**src/rtl/pc_sequencer.sv**
```systemverilog
// ---------------------------------------------------------------------------
// pc_sequencer
// Multi-cycle fetch/execute controller for the 8-bit microcontroller. It owns
// the program counter, drives the shared external incrementer and sequences
// fetch -> wait-for-memory -> decode -> execute, applying jumps and halts.
//
// Ports
//   clk_i          clock, all state updates on the rising edge
//   rst_ni         synchronous active-low reset
//   run_i          level: 1 = run program, 0 = stop at next instruction boundary
//   inc_in_o       to incrementer input (direct copy of pc)
//   inc_out_i      from incrementer output (pc + 1)
//   mem_req_o      instruction fetch request
//   mem_addr_o     fetch address (equals pc while mem_req_o = 1)
//   mem_ack_i      fetched word valid (only honoured in WAIT)
//   ir_load_o      1-cycle pulse: capture fetched word into the IR
//   exec_start_o   1-cycle pulse: execute unit starts the decoded instruction
//   exec_done_i    execute unit finished (only honoured in EXEC)
//   jump_en_i      taken jump, qualified by exec_done_i
//   jump_addr_i    jump target
//   halt_i         HALT retired, qualified by exec_done_i
//   pc_o           current program counter (registered)
//   state_o        FSM state for debug
// ---------------------------------------------------------------------------
module pc_sequencer #(
  parameter int unsigned       ADDR_W    = 8,
  parameter logic [ADDR_W-1:0] RESET_VEC = {ADDR_W{1'b0}}
) (
  input  logic              clk_i,
  input  logic              rst_ni,
  input  logic              run_i,
  output logic [ADDR_W-1:0] inc_in_o,
  input  logic [ADDR_W-1:0] inc_out_i,
  output logic              mem_req_o,
  output logic [ADDR_W-1:0] mem_addr_o,
  input  logic              mem_ack_i,
  output logic              ir_load_o,
  output logic              exec_start_o,
  input  logic              exec_done_i,
  input  logic              jump_en_i,
  input  logic [ADDR_W-1:0] jump_addr_i,
  input  logic              halt_i,
  output logic [ADDR_W-1:0] pc_o,
  output logic [2:0]        state_o
);

  typedef enum logic [2:0] {
    ST_IDLE   = 3'd0,
    ST_FETCH  = 3'd1,
    ST_WAIT   = 3'd2,
    ST_DECODE = 3'd3,
    ST_EXEC   = 3'd4,
    ST_HALT   = 3'd5
  } state_e;

  state_e            state_q, state_d;
  logic [ADDR_W-1:0] pc_q, pc_d;
  logic [ADDR_W-1:0] mem_addr_q;
  logic              mem_req_q;
  logic              ir_load_q;
  logic              exec_start_q;

  // Next-state and next-PC selection.
  always_comb begin
    state_d = state_q;
    pc_d    = pc_q;
    case (state_q)
      ST_IDLE: begin
        if (run_i) begin
          state_d = ST_FETCH;
        end else begin
          state_d = ST_IDLE;
        end
      end
      ST_FETCH: begin
        state_d = ST_WAIT;
      end
      ST_WAIT: begin
        // Unbounded wait for memory; the increment is taken only with the data.
        if (mem_ack_i) begin
          state_d = ST_DECODE;
          pc_d    = inc_out_i;
        end else begin
          state_d = ST_WAIT;
        end
      end
      ST_DECODE: begin
        state_d = ST_EXEC;
      end
      ST_EXEC: begin
        if (exec_done_i) begin
          // A jump overrides the increment already applied in WAIT; it is
          // applied even when the same instruction also halts.
          if (jump_en_i) begin
            pc_d = jump_addr_i;
          end else begin
            pc_d = pc_q;
          end
          if (halt_i) begin
            state_d = ST_HALT;
          end else if (run_i) begin
            state_d = ST_FETCH;
          end else begin
            state_d = ST_IDLE;
          end
        end else begin
          state_d = ST_EXEC;
        end
      end
      ST_HALT: begin
        if (run_i) begin
          state_d = ST_HALT;
        end else begin
          state_d = ST_IDLE;
        end
      end
      default: begin
        state_d = ST_IDLE;
      end
    endcase
  end

  // State, PC and registered outputs; outputs are derived from the next state
  // so they are valid in the same cycle the FSM enters the matching state.
  always_ff @(posedge clk_i) begin
    if (!rst_ni) begin
      state_q      <= ST_IDLE;
      pc_q         <= RESET_VEC;
      mem_addr_q   <= RESET_VEC;
      mem_req_q    <= 1'b0;
      ir_load_q    <= 1'b0;
      exec_start_q <= 1'b0;
    end else begin
      state_q      <= state_d;
      pc_q         <= pc_d;
      mem_addr_q   <= pc_d;
      mem_req_q    <= (state_d == ST_FETCH) || (state_d == ST_WAIT);
      ir_load_q    <= (state_q == ST_WAIT) && mem_ack_i;
      exec_start_q <= (state_q == ST_DECODE);
    end
  end

  assign inc_in_o     = pc_q;
  assign pc_o         = pc_q;
  assign mem_addr_o   = mem_addr_q;
  assign mem_req_o    = mem_req_q;
  assign ir_load_o    = ir_load_q;
  assign exec_start_o = exec_start_q;
  assign state_o      = state_q;

endmodule
```
**config.mk**
```make
export PLATFORM = sky130hd
export DESIGN_NAME = pc_sequencer
export DESIGN_NICKNAME = d
export VERILOG_FILES = /design/src/rtl/pc_sequencer.sv
export SDC_FILE = /design/constraint.sdc
export NUM_CORES = 1
export LEC_CHECK = 0
export BUFFER_PORTS_ARGS = -buffer_cell sky130_fd_sc_hd__buf_2
export CORE_MARGIN = 10
export CORE_UTILIZATION = 39
export CTS_BUF_LIST = sky130_fd_sc_hd__clkbuf_4
export CTS_CLUSTER_SIZE = 24
export DETAILED_ROUTE_END_ITERATION = 10
export GPL_ROUTABILITY_DRIVEN = 0
export PLACE_DENSITY = 0.87
export SLEW_MARGIN = 5
export SYNTH_ARGS = -nofsm -noshare
export SYNTH_HDL_FRONTEND = slang
export SYNTH_SLANG_ARGS = --single-unit
```
**constraint.sdc**
```tcl
create_clock -name clk_i -period 1.26 [get_ports clk_i]
set_input_delay 0.063 -clock clk_i [delete_from_list [all_inputs] [get_ports clk_i]]
set_output_delay 0.063 -clock clk_i [all_outputs]
set_load 0.02 [all_outputs]
```
==> run summary, run 1 <==
The flow ran to the end, and the final reports show no timing, DRC or antenna violations. Initial DRC count: 15. The clock reaches the later pin of the worst-skew pair after 0.28 ns. Setup violations remaining at the end of the flow were counted as 0. In the routed layout, each cell is associated on average with a via count of 5.03. The number of unique standard cell types used by synthesis is 29.

The tools report the count of inserted antenna diode cells as 0. Across the VDD grid, the largest voltage drop is 0.000557 V. The Yosys warning count is 0. After detailed placement, the total cell area comes to 1020 um2. The post-synth net total came out at 115.

The final hold violation count is 0. The count of clock tree sinks is 14. The run gives 53 as the total I/O pin count.

Synthesis inferred 14 register bits. TritonCTS built the clock tree. The most common cell after layout, fill and taps aside was sky130_fd_sc_hd__buf_2. The cell chosen for the clock root was sky130_fd_sc_hd__clkbuf_4. In the final design database the tool counted 158 nets.

Relative slew slack: 0.798. Counting cells, the worst reg-to-reg path comes to 4. Entering global routing, the biggest net connects 13 pins.

TritonCTS created 3 clock buffers. The leakage dissipation came out at 0.529 nW. The detailed-router iteration count before antenna repair came out at 5.

At the worst endpoint, the arrival time is 1.42 ns. Timing would allow up to 818 MHz. The maximum clock insertion buffer count is 2, and the power after layout is 1.18 mW. The number of global-route vias before repair came out at 824. For this run, the leading register cell type out of synthesis is sky130_fd_sc_hd__dfxtp_1. The first global-routing pass estimated 3700 um of wire. The area growth from synthesis to layout is 30.2%. Leaving out fill and tap cells, the most frequent cells in the layout are 52 x sky130_fd_sc_hd__buf_2, 13 x sky130_fd_sc_hd__a211oi_1, 11 x sky130_fd_sc_hd__dfxtp_1, 8 x sky130_fd_sc_hd__mux2i_1, 5 x sky130_fd_sc_hd__nand2_1. Aggregate routed wire length: 2450 um.

The maximum net fanout on the critical path works out to 8. After legalization and detailed placement, the total HPWL measured 1910 um. A synthesized cell averages 9.22 um2.

Sort of element at the start of the critical path: a register. Setup slack on the critical path of the routed design comes to 0.0375 ns. Across the run, the number of max-cap violations was 0. Counting instances, the worst hold path has a depth of 3. The floorplan step defined a core boundary enclosing 2020 um2. After detailed routing, the number of remaining DRC violations is 0. Number of max-slew violations in the final report: 0. The full die area was 4440 um2; the width of the die was 66.6 um. The sum of buffers and inverters on the critical path is 1, and the number of input and output port buffers inserted is 52. Measured along the y axis, the die boundary spans 66.6 um. The cell area power density is 1070 nW/um2, and the initial antenna violation count is 0.

The tools report the effective utilization at floorplan as 0.420. The largest single stage delay on the critical path is 0.38 ns. For the worst setup path, the data required time is 1.46 ns. The number of synthesized flops with an enable pin came out at 0. The worst setup path is of the register to register kind. Instance count on the critical path: 4.

Setup repair after global routing could not meet its margin everywhere. The final global-route overflow total came out at 0. The critical path goes through buf_6, and3b_1, o21a_4, a211oi_1. Across the routed clock network, the largest skew measured is 0.00122 ns. The final period utilization was 0.970; the H-tree level count was 1. The number of filler instances in the final layout is 181, and the routed wirelength normalized by instance count is 15.2 um. The slowest cell on the critical path was sky130_fd_sc_hd__dfxtp_4.

The global routing usage summed across all routing layers was 0.104; the post-cts hold buffer count was 0. The clock slew seen by the registers of the worst setup and hold paths is 0.09 ns, and the total vias in the final route is 810. Slew at the pin closest to its max-slew limit: 0.301 ns. Before CTS, the worst setup slack after placement is -0.00123 ns.

The share of synthesized flip-flops with an asynchronous set or reset came out at 0. For the share of synthesized area occupied by flip-flops and latches, the log shows 0.330. STA classifies the critical path endpoint as a register. Area of all placed cells without fillers: 1100 um2. The min-delay analysis places its worst path in the category input pin to register. The post-layout minimum cycle time is 1.22 ns. The final core utilization is 0.546, and the number of placement rows is 16. The logs give 92 for the cell count after synthesis and 848 um2 for the summed instance area of the synthesized netlist. For the number of nets still failing antenna checks after routing, the log shows 0. Fraction of layout instances using a drive strength above 1: 0.552. The critical path's top delay family is compound AO/OA/AOI/OAI gates.
## worst register-to-register path, cell delays in order, from the launching register on
cell,delay [ns]
sky130_fd_sc_hd__dfxtp_4,0.38
sky130_fd_sc_hd__buf_6,0.11
sky130_fd_sc_hd__and3b_1,0.18
sky130_fd_sc_hd__o21a_4,0.25
sky130_fd_sc_hd__a211oi_1,0.21
## layer usage
metal  wire length (um)  track usage
met1                957        0.111
met2               1160        0.172
met3                321       0.0468
met4                 10       0.0471
met5                  0            0
## cell usage after synthesis, types with 2 or more instances
cell,n,area share
sky130_fd_sc_hd__a21oi_1,2,0.012
sky130_fd_sc_hd__a211oi_1,16,0.14
sky130_fd_sc_hd__nand3_1,2,0.012
sky130_fd_sc_hd__mux2i_1,8,0.094
sky130_fd_sc_hd__dfxtp_1,14,0.33
sky130_fd_sc_hd__buf_6,2,0.027
sky130_fd_sc_hd__o21ai_0,2,0.012
sky130_fd_sc_hd__inv_1,5,0.022
sky130_fd_sc_hd__buf_4,17,0.15
sky130_fd_sc_hd__nand2_1,5,0.022
## per-stage QoR
step | TNS [ns] | hold slack, ns | cells
final | 0 | 0.0601 | 161
after global routing | -0.0326 | 0.0515 | 161
after CTS | 0 | 0.0528 | 159
after detailed placement | -0.00123 | 0.359 | 154
after global placement | 0 | 0.353 | 154
after floorplan | -0.106 | 0.204 | 92
## power breakdown
part           switching (mW)  internal, mW
sequential             0.0343         0.477
clock                   0.152         0.144
combinational           0.221         0.155
total                   0.407         0.777
## sequential cells by signal (all words and copies together) (netlist names)
register / cells
state_o: 3
mem_addr_o: 8
exec_start_o: 1
mem_req_o: 1
ir_load_o: 1
## path summary, 6_finish.rpt
check | startpoint | to | slack (ns)
worst min register to register | state_o[1] | state_o[1] | 0.53
worst min-delay path | mem_ack_i | ir_load_o | 0.06
worst max register to register | state_o[2] | mem_addr_o[0] | 0.04
worst max-delay path | state_o[2] | mem_addr_o[0] | 0.04
## layout make-up
| type | count | area, um2 | share of cell area |
|---|---|---|---|
| Sequential cell | 14 | 289 | 0.262 |
| Inverter | 6 | 26.3 | 0.0238 |
| Clock buffer | 4 | 30.0 | 0.0272 |
| Tap cell | 27 | 33.8 | 0.0306 |
| Multi-Input combinational cell | 52 | 413 | 0.374 |
| Timing Repair Buffer | 58 | 313 | 0.283 |
## cell families after synthesis
kind of cell / after synthesis / synth area share
buffers and inverters: 27 / 0.214
DFF: 14 / 0.330
muxes: 8 / 0.0944
and+or+nand+nor: 17 / 0.134
AOI/OAI and AO/OA: 26 / 0.227
## repair_timing
item / 4_1_cts / 5_1_grt
gates resized for setup: 2 / 6
endpoints found under the setup margin: 5 / 9
setup buffers: 0 / 2
cloned: 1 / 0
No activity file was read; power rests on OpenSTA's default activity.
==> inputs of run 2 (changes only) <==
--- a/config.mk
+++ b/config.mk
@@ -7,12 +7,13 @@
 export LEC_CHECK = 0
 export BUFFER_PORTS_ARGS = -buffer_cell sky130_fd_sc_hd__buf_2
 export CORE_MARGIN = 10
-export CORE_UTILIZATION = 39
+export CORE_UTILIZATION = 43
 export CTS_BUF_LIST = sky130_fd_sc_hd__clkbuf_4
+export CTS_CLUSTER_DIAMETER = 30
 export CTS_CLUSTER_SIZE = 24
 export DETAILED_ROUTE_END_ITERATION = 10
 export GPL_ROUTABILITY_DRIVEN = 0
-export PLACE_DENSITY = 0.87
+export PLACE_DENSITY = 0.91
 export SLEW_MARGIN = 5
 export SYNTH_ARGS = -nofsm -noshare
 export SYNTH_HDL_FRONTEND = slang
==> constraint.sdc (replaced) <==
create_clock -name clk_i -period 1.4 [get_ports clk_i]
set_input_delay 0.07 -clock clk_i [delete_from_list [all_inputs] [get_ports clk_i]]
set_output_delay 0.07 -clock clk_i [all_outputs]
set_load 0.02 [all_outputs]
==> run summary, run 2 (synthesized netlist as in run 1, its figures left out) <==
Registers take 282 um2. The run gives 0 as the number of max-cap violations. The full die area is 4150 um2. The worst slack on hold paths is 0.0684 ns. The tightest min-delay check is of the input pin to register type. The library cell used most frequently in the layout, excluding fill and tap cells, is sky130_fd_sc_hd__buf_2. The HPWL after detailed placement is 1960 um. The top cell types in the final layout, fill and taps aside, are 52 x sky130_fd_sc_hd__buf_2, 16 x sky130_fd_sc_hd__a211oi_1, 13 x sky130_fd_sc_hd__dfxtp_1, 8 x sky130_fd_sc_hd__mux2i_1, 6 x sky130_fd_sc_hd__buf_4.

The worst setup path is captured at a register. The logs give 0.117 for the global routing usage summed across all routing layers and 0 ns for the total negative setup slack. The worst-case clock skew came out at 0.00295 ns. The logic gate share of total power is 0.319, and the height of the die is 64.4 um. For the finished layout, the period the worst path requires is 1.28 ns.

The fraction of layout instances using a drive strength above 1 came out at 0.511. Setup repair after global routing left no endpoint under its margin. The number of nets still failing antenna checks after routing is 0. After detailed routing, the average wire length per cell comes to 15.1 um. From synthesis to final layout, the design area changed by 25.1%.

The initialized floorplan defines 16 standard-cell rows. The clock passes through at most 2 buffers. Portion of total power attributed to sequential cells: 0.449.

The number of max-slew violations in the final report came out at 0. Summing all multi-input logic gate instances after layout gives 388 um2. The logs give 780 MHz for the maximum clock frequency and 0 for the final global-route overflow total.

The startpoint identified for the worst register-to-register timing path is state_o[1]. At the later pin of the worst-skew pair, clock insertion delay measures 0.28 ns. The slowest stage of the critical path is the sky130_fd_sc_hd__dfxtp_1 cell.

After the last flow step, the layout net total stands at 157. The first routing iteration left 15 violations. The worst hold path cell count is 3, and the cell area power density is 966 nW/um2. The number of global-route vias before repair was 868; the final period utilization was 0.916.

For this design the total switching power over the nets is 0.360 mW. The number of flip-flops in the largest register works out to 8. The setup violation total in the final timing report came out at 0. The sum of buffers and inverters on the critical path works out to 0. Among cell families on the critical path, the largest total delay comes from compound AO/OA/AOI/OAI gates. TritonCTS built the clock tree.

The part of the power in the clock network is 0.233, and the setup slack of the most critical reg-to-reg path is 0.12 ns. The initial antenna violation count is 0. The effective utilization at floorplan was 0.441. Count of inserted antenna diode cells: 0. The area inside the core boundary was 1920 um2; the first-pass GRT wire length was 4020 um. The count of clock tree sinks was 14.

The end point of the worst hold path was ir_load_o. The worst register-to-register path ends at mem_addr_o[7]. For the final hold violation count, the log shows 0. The routed layout has 832 vias. Launch point of the critical path: state_o[1]. The run gives 53 as the total I/O pin count.

For the pin with the worst max-slew slack, the measured transition is 0.274 ns. The first detailed-routing pass took 4 iterations. Entering global routing, the biggest net connects 15 pins. Across the VDD grid, the largest voltage drop is 0.000634 V.

After clock tree synthesis, the clock-pin slew on the worst setup and hold paths is 0.09 ns. In this run the static leakage power is 0.513 nW. In this run, CTS created clock tree buffers numbering 3.

The sort of element at the start of the critical path is a register. The switching fraction of total power is 0.351. The run finished with clean final reports. Walking the worst path, the cells encountered are and4b_2, o21a_4, a211oi_1.

For the worst setup path, the data required time is 1.59 ns. The setup path with the least slack is of type register to register. Summed over all layers, the routed wires come to 2410 um. The number of input and output port buffers inserted is 52.

The average via count per standard cell is 5.20, and the maximum net fanout on the critical path is 9. The worst hold path begins at mem_ack_i. The relative slew slack is 0.816, and the longest individual stage delay on the worst path is 0.40 ns.

The H-tree level count was 1; the worst reg-to-reg path cell count was 3. The cell chosen for the clock root was sky130_fd_sc_hd__clkbuf_4. The width of the die is 64.4 um. For the residual DRC count, the log shows 0.

The internal portion of the total power is 0.665 mW. The run gives 195 as the number of filler instances in the final layout. Data arrival time of the worst path: 1.48 ns.
## run 2: how the worst max path moves through the flow
stage                    endpoint  slack [ns]  cells past startpoint
floorplan           mem_addr_o[0]       0.002                      5
global placement    mem_addr_o[7]        0.19                      3
detailed placement  mem_addr_o[2]        0.13                      3
CTS                 mem_addr_o[7]        0.08                      3
global route        mem_addr_o[7]        0.01                      3
finish              mem_addr_o[7]        0.12                      3
## run 2: cell type report
cell class | instances | area share
well taps | 27 | 0.0318
clock buffers | 3 | 0.0212
inverters | 6 | 0.0248
clock inverters | 1 | 0.00354
repair buffers | 58 | 0.288
flip-flops and latches | 14 | 0.265
multi-input cells | 51 | 0.366
## run 2: worst min-delay path, stage by stage
cell	delay, ns
sky130_fd_sc_hd__buf_2	0.12
sky130_fd_sc_hd__inv_1	0.07
sky130_fd_sc_hd__nor4_1	0.05
## run 2: power groups by stage
| stage | Clock [mW] | Sequential [mW] | Combinational (mW) |
|---|---|---|---|
| final | 0.239 | 0.460 | 0.326 |
| after global routing | 0.260 | 0.466 | 0.358 |
| after CTS | 0.245 | 0.457 | 0.317 |
| after detailed placement | 0 | 0.467 | 0.315 |
| after global placement | 0 | 0.464 | 0.310 |
| after floorplan | 0 | 0.501 | 0.205 |
## run 2: repair_timing
item,4_1_cts,5_1_grt
gates resized for setup,0,3
hold buffers,0,0
buffers inserted,0,2
endpoints found under the setup margin,0,3
## run 2: layer usage
layer	vias to the layer above	track usage	part of all wire
met5	-	0	0
met4	0	0.0561	0.016
met3	4	0.0670	0.14
met2	47	0.181	0.45
met1	379	0.127	0.40
li1	402	-	-
## run 2: stage by stage
step | std cells | utilization | cell area (um2) | power, mW | setup WS [ns]
floorplan | 92 | - | 848 | 0.706 | 0.00202
global placement | 154 | 0.527 | 1010 | 0.774 | 0.188
detailed placement | 154 | 0.527 | 1010 | 0.783 | 0.134
CTS | 158 | 0.541 | 1040 | 1.02 | 0.0844
global route | 160 | 0.552 | 1060 | 1.08 | 0.0129
finish | 160 | 0.552 | 1060 | 1.02 | 0.117
==> inputs of run 3 (changes only) <==
--- a/config.mk
+++ b/config.mk
@@ -14,6 +14,7 @@
 export DETAILED_ROUTE_END_ITERATION = 10
 export GPL_ROUTABILITY_DRIVEN = 0
 export PLACE_DENSITY = 0.91
+export SETUP_SLACK_MARGIN = 0.15
 export SLEW_MARGIN = 5
 export SYNTH_ARGS = -nofsm -noshare
 export SYNTH_HDL_FRONTEND = slang
==> run summary, run 3 (synthesized netlist as in run 1, its figures left out) <==
The width of the die was 64.4 um. The area inside the core boundary is 1920 um2. For this design, the CTS-stage hold fixing added 0 buffers. For this design the static power due to leakage is 0.534 nW. The tightest hold path in the finished design has a slack of 0.0667 ns. STA classifies the critical path endpoint as a register. The post-route worst setup slack was 0.182 ns. The number of global-route vias before repair is 867, and the number of flip-flops in the largest register is 8.

The final layout contains 160 nets. Longest individual stage delay on the worst path: 0.38 ns. Fill cells in the final layout number 185. The largest vdd supply drop was 0.000844 V; the half-perimeter wire length after placement was 1860 um.

The layout overhead on the synthesized area works out to 32.0%. Critical register-to-register path startpoint: state_o[1]. In the final layout, flip-flops and latches occupy 292 um2. In this run the worst setup path begins at state_o[1]. The number of placement rows is 16. Timing would allow up to 821 MHz.

The worst setup slack before clock tree synthesis is 0.114 ns, and the full die area is 4150 um2. The total vias in the final route was 836. CTS saw 14 sinks. The flow ran to the end, and the final reports show no timing, DRC or antenna violations. Dividing the detail-routed via count by the number of cells gives 5.13. The clock arrives with 0.00612 ns of skew. The height of the die was 64.4 um; the count of inserted antenna diode cells was 0. The largest net degree at the start of global routing was 15; the placed instance count was 152.

The global routing usage summed across all routing layers was 0.111. The tools report the area of all placed cells without fillers as 1120 um2. The critical path in this run is classified as register to register. The aggregate routed wire length came out at 2420 um. The first-pass GRT wire length is 3860 um, and the cell area after placement is 1000 um2. The total I/O pin count was 53; the data required time of the critical path was 1.56 ns.

Before antenna repair, the detailed router went through 3 iterations. Summing all multi-input logic gate instances after layout gives 413 um2. The fraction of layout instances using a drive strength above 1 was 0.551. TritonCTS built the clock tree. The maximum net fanout on the critical path was 8. For the final core utilization, the log shows 0.583.

The root buffer cell chosen for the clock tree is sky130_fd_sc_hd__clkbuf_4. STA classifies the critical path startpoint as a register. Total power for the finished layout comes to 1.06 mW.

For the initial DRC count, the log shows 13. Relative slew slack: 0.816. The number of non-filler instances in the completed layout is 163. After layout, the minimum clock period comes to 1.22 ns. The cell area power density works out to 947 nW/um2.

The effective utilization at floorplan is 0.441. The largest individual stage delay along the critical path comes from the cell sky130_fd_sc_hd__dfxtp_4. Maximum clock insertion buffer count: 2. The number of max-slew violations in the final report is 0, and the number of max-cap violations is 0. The CTS buffer count was 3; the setup violation total in the final timing report was 0. The logs give 0 for the initial antenna violation count and 0.28 ns for the clock network latency to the later pin of the worst-skew pair. Most common cell after layout, fill and taps aside: sky130_fd_sc_hd__buf_2. Clock slew seen by the registers of the worst setup and hold paths: 0.08 ns. Type of the most critical hold path: input pin to register. For this run the aggregate overflow at the end of global routing stands at 0. The slew at the pin closest to its max-slew limit was 0.276 ns. Data arrives at the worst endpoint at 1.38 ns. The number of input and output port buffers inserted was 52; the final period utilization was 0.870.

Final hold violation count: 0. The critical path's top delay family was flip-flops. The H-tree level count is 1, and the sum of buffers and inverters on the critical path is 1. The signal on the critical path passes through nor3b_4, buf_6, mux2i_1, a211oi_1.

The count of nets left with antenna violations once routing finished came out at 0. Setup repair after global routing could not meet its margin everywhere. In the layout the commonest cells are 52 x sky130_fd_sc_hd__buf_2, 15 x sky130_fd_sc_hd__a211oi_1, 11 x sky130_fd_sc_hd__dfxtp_1, 7 x sky130_fd_sc_hd__mux2i_1. The residual DRC count is 0.

Summed over all failing endpoints, the final setup total negative slack is 0 ns. The routed wirelength normalized by instance count was 14.8 um. The worst hold path begins at mem_ack_i.
==> run 3: cell types whose count changed in the layout (fill, tap and decap cells not counted), sizes merged <==
cell | before | now
buf | 58 | 59
clkinvlp | 1 | 2
clkbuf | 3 | 4
clkinv | 2 | 1
and4b | 1 | 2
==> run 3: repair_timing <==
item                       4_1_cts  5_1_grt
setup buffers                    0        5
resized for setup                2        7
pin swaps                        0        1
setup endpoints to repair        9        9
gates cloned                     1        1
==> run 3: layout make-up <==
class | count | share of cell area
flip-flops and latches | 14 | 0.260
clock buffers | 4 | 0.0268
inverters | 6 | 0.0235
repair buffers | 59 | 0.286
multi-input cells | 52 | 0.369
well taps | 27 | 0.0302
repair inverters | 1 | 0.00447
==> run 3: worst paths after layout <==
kind	to	slack, ns	depth (start not counted)
worst max-delay path	mem_addr_o[0]	0.18	4
worst max register to register	mem_addr_o[0]	0.18	4
worst min register to register	state_o[2]	0.57	2
worst min-delay path	ir_load_o	0.07	3
==> run 3: worst reg2reg max path, delay by kind of cell, from the launching register on <==
| family | cells | cell delay, ns |
|---|---|---|
| multiplexers | 1 | 0.21 |
| buffers and inverters | 1 | 0.17 |
| AND/OR/NAND/NOR | 1 | 0.25 |
| AO/OA/AOI/OAI | 1 | 0.09 |
| flip-flops | 1 | 0.38 |
==> run 3: layer usage <==
layer  vias up  track usage  wire (um)
met4         0       0.0134          0
met1       377        0.117       1030
met5         -            0          0
met3         0       0.0756        289
li1        419            -          -
met2        40        0.183       1100
==> run 3: where the power goes <==
group | switching [mW] | leakage [nW] | internal [mW]
sequential | 0.0385 | 0.116 | 0.429
clock | 0.126 | 0.0184 | 0.130
combinational | 0.196 | 0.399 | 0.141
